`src/rtl/controlador_lavagem_pkg.sv`:
```
// Shared definitions for the wash-cycle controller: state encodings,
// state-register width and default timing constants.
package pkg_lavagem;

    localparam int unsigned LARGURA_ESTADO = 3;

    localparam int unsigned LARGURA_CONT_PADRAO     = 8;
    localparam int unsigned TEMPO_ENCHER_MAX_PADRAO = 20;
    localparam int unsigned TEMPO_LAVAGEM_PADRAO    = 10;
    localparam int unsigned TEMPO_DRENO_PADRAO      = 6;
    localparam int unsigned TIMEOUT_CENTRIF_PADRAO  = 4;

    typedef enum logic [LARGURA_ESTADO-1:0] {
        REPOUSO     = 3'd0,
        ENCHER      = 3'd1,
        LAVAR       = 3'd2,
        DRENAR      = 3'd3,
        CENTRIFUGAR = 3'd4,
        CONCLUIDO   = 3'd5,
        ERRO        = 3'd6,
        INVALIDO    = 3'd7
    } estado_t;

endpackage

```
`src/rtl/controlador_lavagem_temporizador.sv`:
```
// Per-state cycle counter: synchronous clear, saturating increment and a
// terminal-compare flag against a state-selected target value.
module temporizador_estado #(
    parameter int unsigned LARGURA_CONT = 8
) (
    input  logic                    clock,
    input  logic                    reset_n,
    input  logic                    limpar,
    input  logic [LARGURA_CONT-1:0] alvo,
    output logic                    terminal
);

    logic [LARGURA_CONT-1:0] contagem;

    always_ff @(posedge clock or negedge reset_n) begin
        if (!reset_n) begin
            contagem <= '0;
        end else if (limpar) begin
            contagem <= '0;
        end else if (contagem != '1) begin
            // Saturate so long stays in REPOUSO/ERRO never wrap back to zero.
            contagem <= contagem + 1'b1;
        end
    end

    assign terminal = (contagem == alvo);

endmodule

```
`src/rtl/controlador_lavagem.sv`:
```
// Wash-cycle sequencer: fill, wash, drain, spin handshake with centrifugacao,
// door-open and timeout fault detection. Moore outputs decoded from state.
module controlador_lavagem
    import pkg_lavagem::*;
#(
    parameter int unsigned TEMPO_ENCHER_MAX = TEMPO_ENCHER_MAX_PADRAO,
    parameter int unsigned TEMPO_LAVAGEM    = TEMPO_LAVAGEM_PADRAO,
    parameter int unsigned TEMPO_DRENO      = TEMPO_DRENO_PADRAO,
    parameter int unsigned TIMEOUT_CENTRIF  = TIMEOUT_CENTRIF_PADRAO,
    parameter int unsigned LARGURA_CONT     = LARGURA_CONT_PADRAO
) (
    input  logic                      clock,
    input  logic                      reset_n,
    input  logic                      iniciar,
    input  logic                      porta_aberta,
    input  logic                      nivel_cheio,
    input  logic                      centrifugacao_ativa,
    output logic                      start_centrifugacao,
    output logic                      valvula_entrada,
    output logic                      motor_lavagem,
    output logic                      bomba_saida,
    output logic                      porta_travada,
    output logic                      ciclo_concluido,
    output logic                      erro,
    output logic [LARGURA_ESTADO-1:0] estado
);

    estado_t                 estado_q, estado_d;
    logic                    visto_ativo;
    logic [LARGURA_CONT-1:0] alvo;
    logic                    terminal;
    logic                    limpar;

    assign limpar = (estado_d != estado_q);

    temporizador_estado #(
        .LARGURA_CONT(LARGURA_CONT)
    ) u_temporizador (
        .clock   (clock),
        .reset_n (reset_n),
        .limpar  (limpar),
        .alvo    (alvo),
        .terminal(terminal)
    );

    always_ff @(posedge clock or negedge reset_n) begin
        if (!reset_n) begin
            estado_q    <= REPOUSO;
            visto_ativo <= 1'b0;
        end else begin
            estado_q <= estado_d;
            if (estado_q == CENTRIFUGAR && estado_d == CENTRIFUGAR)
                visto_ativo <= visto_ativo | centrifugacao_ativa;
            else
                visto_ativo <= 1'b0;
        end
    end

    always_comb begin
        alvo = '0;
        case (estado_q)
            ENCHER:      alvo = LARGURA_CONT'(TEMPO_ENCHER_MAX - 1);
            LAVAR:       alvo = LARGURA_CONT'(TEMPO_LAVAGEM - 1);
            DRENAR:      alvo = LARGURA_CONT'(TEMPO_DRENO - 1);
            CENTRIFUGAR: alvo = LARGURA_CONT'(TIMEOUT_CENTRIF - 1);
            default:     alvo = '0;
        endcase
    end

    // Door-open check is tested first in every active state so it wins
    // over any other transition in the same cycle.
    always_comb begin
        estado_d = estado_q;
        case (estado_q)
            REPOUSO:     if (iniciar && !porta_aberta) estado_d = ENCHER;
            ENCHER: begin
                if (porta_aberta)     estado_d = ERRO;
                else if (nivel_cheio) estado_d = LAVAR;
                else if (terminal)    estado_d = ERRO;
            end
            LAVAR: begin
                if (porta_aberta)  estado_d = ERRO;
                else if (terminal) estado_d = DRENAR;
            end
            DRENAR: begin
                if (porta_aberta)  estado_d = ERRO;
                else if (terminal) estado_d = CENTRIFUGAR;
            end
            CENTRIFUGAR: begin
                if (porta_aberta)
                    estado_d = ERRO;
                else if (visto_ativo && !centrifugacao_ativa)
                    estado_d = CONCLUIDO;
                else if (!visto_ativo && !centrifugacao_ativa && terminal)
                    estado_d = ERRO;
            end
            CONCLUIDO:   estado_d = REPOUSO;
            ERRO:        if (iniciar) estado_d = REPOUSO;
            default:     estado_d = ERRO;
        endcase
    end

    always_comb begin
        start_centrifugacao = 1'b0;
        valvula_entrada     = 1'b0;
        motor_lavagem       = 1'b0;
        bomba_saida         = 1'b0;
        porta_travada       = 1'b0;
        ciclo_concluido     = 1'b0;
        erro                = 1'b0;
        case (estado_q)
            ENCHER: begin
                valvula_entrada = 1'b1;
                porta_travada   = 1'b1;
            end
            LAVAR: begin
                motor_lavagem = 1'b1;
                porta_travada = 1'b1;
            end
            DRENAR: begin
                bomba_saida   = 1'b1;
                porta_travada = 1'b1;
            end
            CENTRIFUGAR: begin
                start_centrifugacao = 1'b1;
                bomba_saida         = 1'b1;
                porta_travada       = 1'b1;
            end
            CONCLUIDO:   ciclo_concluido = 1'b1;
            ERRO:        erro = 1'b1;
            default:     ;
        endcase
    end

    assign estado = estado_q;

endmodule

```
`config.mk`:
```
export PLATFORM = sky130hd
export DESIGN_NAME = controlador_lavagem
export DESIGN_NICKNAME = d
export VERILOG_FILES = /design/src/rtl/controlador_lavagem_pkg.sv /design/src/rtl/controlador_lavagem_temporizador.sv /design/src/rtl/controlador_lavagem.sv
export SDC_FILE = /design/constraint.sdc
export NUM_CORES = 1
export LEC_CHECK = 0
export ABC_AREA = 1
export ABC_CLOCK_PERIOD_IN_PS = 1650
export CAP_MARGIN = 30
export CORE_MARGIN = 10
export CORE_UTILIZATION = 47
export DETAILED_ROUTE_END_ITERATION = 8
export PLACE_DENSITY = 0.83
export SKIP_CTS_REPAIR_TIMING = 1
export SLEW_MARGIN = 20
export SYNTH_ARGS = -nofsm -noshare
export SYNTH_HDL_FRONTEND = slang
export SYNTH_SLANG_ARGS = --single-unit
```
`constraint.sdc`:
```
create_clock -name clock -period 1.65 [get_ports clock]
set_input_delay 0.33 -clock clock [delete_from_list [all_inputs] [get_ports clock]]
set_output_delay 0.33 -clock clock [all_outputs]
set_load 0.02 [all_outputs]
```
==> metrics.txt <==
outcome=complete, but fails checks; violated checks=negative setup slack; reg-to-reg endpoint=u_temporizador.contagem[1]$_DFFE_PN0P_; RSZ-0062 raised after global routing=true; root buf cell=clkbuf_4; Yosys reg bits=12; DRT iter0 DRCs=41; main flop type after synthesis=dfrtp_1; slowest CP cell=dfrtp_2; Worst Path Max Fanout=8; TritonCTS clock tree=yes; clock power share=0.086; Comb power frac=0.754; Cells after Synth=139; die height=roughly 65 µm; Layout fillers=~150; Worst R2R Setup Slack=-0.33 ns; Post-synth ARST share=1.00; Die ar.=about 4300 µm²; vias in the first global route=between 1,000 and 1,500; WL met1=~1300 µm; crit start category=flip-flop; P_leak=about 0.78 nW; Area growth syn-to-layout=55.2%; HP Class=input port to asynchronous set/reset pin; Clock Latency Late Sink=about 0.28 ns; Max clock buf depth=2; required time worst endpoint=1.82 ns; highest routing layer actually used=met4; antenna viol nets, final=0; Via density=between 5 and 6; Net Sw Power=about 0.0014 W; Final nets=roughly 200; first-pass GRT wire length=approximately 4700 µm; WS Path Type=flip-flop to flip-flop; num rows=16; Crit. End Element=flip-flop; initial antenna violation count=0; dpl cell area=between 1000 and 1500 µm²; cells on worst reg2reg path=11; GR Overflow Total=0; Switching Share=0.489; clk_skew=about 0.0023 ns; # DRC=0; Top-Level Pins=16; core area=slightly below 2000 µm²; Final WS setup=-0.335 ns; largest net degree at the start of global routing=13; fin cells=approximately 210; endpoints failing hold=0; WL met2=approximately 1600 µm; crit share post-route=1.20; Finish-stage setup viols=14; Die Wd=65.3 µm; Critical R2R Launch=estado[1]$_DFF_PN0_; DP HPWL=around 2200 µm; CTS buffer count=3; ANT cells=0; Initial Util=0.491; Total GRT Usage=0.133; drt total wl=about 3200 µm; EDFF count, synth=0; post-placement cell count=204; WL met3=between 150 and 200 µm; Peak Freq=roughly 0.5 GHz; final instance area=~1500 µm²; vias after detailed routing=between 1,000 and 1,500; Synth Warn #=0; Slew HR=0.621; footprint of the multi-input gates=~630 µm²; max cap viols=0; Distinct cells, synth=22; Seq/Total Area, Yosys=0.312; PD cells=~1900 nW/µm²; post-layout min period=1.98 ns; slowest stage delay, CP=0.51 ns; register clock-pin slew on the reported worst setup and hold paths=about 0.08 ns; worst ir drop on vdd=0.00156 V; sequential power share=0.160; iteration count of the initial detailed-routing pass=4; Synthesized Nets=~150; Worst-Margin Slew=0.567 ns; Buffers on Ports=15; synthesized area=around 960 µm²; Final Max Tran Viols=0; htree depth=1; Final GP Congestion=~0.90; CP Data Arrival Time=around 2.2 ns; syn_area_per_cell=between 6 and 7 µm²; layout cells sized above 1=0.401; critical-path cell list=buf_6 -> nand3_2 -> nand2_1 -> nand2_2 -> nor2_4 -> nand3_4 -> o21bai_1 -> nand2_1 -> o21bai_4 -> nand3_4 -> nor2_1; register area=just over 300 µm²; Sink Count=12; routed len/inst=roughly 15 µm; Internal=~0.0014 W
registers in the layout (all words and copies together) (netlist names):
name and count:
estado 3, u_temporizador.contagem 8, visto_ativo 1
layout make-up:
cell class / instances / share of cell area
sequential: 12 / 0.203
timing repair buffer: 47 / 0.267
inverter: 24 / 0.0636
tap: 27 / 0.0226
clock buffer: 4 / 0.0243
multi-input combinational: 100 / 0.419
cells in the final DEF, fill, tap and decap left out, drive strengths merged:
cell type	n
buf	38
nand2	36
inv	24
nor2	21
nand3	15
dfrtp	12
nand4	7
o21ai	6
clkdlybuf4s50	5
nor3	5
clkbuf	5
xor2	3
dlymetal6s2s	3
o21bai	3
a21oi	2
o211ai	1
ha	1
cell usage after synthesis, types with 3 or more instances:
master   count  share of area
nand3_2      3          0.031
xor2_1       3          0.027
inv_1       22          0.086
nor2_2       3          0.019
nand3_1     10          0.052
dfrtp_1     12           0.31
o21ai_0      6          0.031
nand2_1     32           0.12
nor3_1       5          0.026
nand2_2      4          0.026
nand4_1      7          0.045
nor2_1      17          0.066
metal layers:
layer | GRT usage | vias up
met5 | 0 | -
met4 | 0.0535 | 0
met3 | 0.0356 | 9
met2 | 0.217 | 38
met1 | 0.161 | 514
li1 | - | 543
worst max-delay path, delay by kind of cell (launching register included):
family	cells	cell delay, ns
simple gates	8	0.85
compound gates	2	0.35
flops	1	0.51
buf+inv	1	0.15
power by group through the flow:
| stage | logic [W] | clock network (W) | registers (W) |
|---|---|---|---|
| 2_1_floorplan | 0.00109 | 0 | 0.000462 |
| 3_3_place_gp | 0.00173 | 0 | 0.000454 |
| 3_5_place_dp | 0.00178 | 0 | 0.000461 |
| 4_1_cts | 0.00179 | 0.000249 | 0.000454 |
| 5_1_grt | 0.00227 | 0.000254 | 0.000455 |
| 6_report | 0.00211 | 0.000242 | 0.000449 |
worst max-delay path by stage:
| stage | startpoint | endpoint | slack [ns] | depth (start not counted) |
|---|---|---|---|---|
| final | estado[1]$_DFF_PN0_ | u_temporizador.contagem[1]$_DFFE_PN0P_ | -0.33 | 11 |
| after global routing | estado[1]$_DFF_PN0_ | visto_ativo$_DFF_PN0_ | -0.47 | 12 |
| after CTS | estado[1]$_DFF_PN0_ | erro | -0.47 | 4 |
| after detailed placement | estado[2]$_DFF_PN0_ | u_temporizador.contagem[5]$_DFFE_PN0P_ | -0.29 | 11 |
| after global placement | estado[2]$_DFF_PN0_ | u_temporizador.contagem[3]$_DFFE_PN0P_ | -0.24 | 11 |
| after floorplan | estado[2]$_DFF_PN0_ | u_temporizador.contagem[1]$_DFFE_PN0P_ | -0.13 | 12 |
kinds of logic (layout without fill, tap and decap cells):
kind of cell / count (synthesis) / in the layout / share of synthesized area
and+or+nand+nor: 84 / 84 / 0.439
buffers and inverters: 27 / 75 / 0.125
AOI/OAI and AO/OA: 12 / 12 / 0.0844
DFF: 12 / 12 / 0.312
xor gates and xnor gates: 3 / 3 / 0.0273
adders and majority gates: 1 / 1 / 0.0130
through the flow:
step                TNS, ns  total power [W]  setup slack (ns)  hold slack (ns)   util
global placement      -2.86          0.00218            -0.244            0.591  0.684
detailed placement    -3.51          0.00224            -0.292            0.608  0.684
finish                -3.22          0.00281            -0.335            0.405  0.762
global route          -4.47          0.00298            -0.465            0.417  0.762
floorplan             -1.11          0.00155            -0.131           0.0344      -
CTS                   -6.66          0.00249            -0.472            0.403  0.702
(Power assumes the default switching activity.)
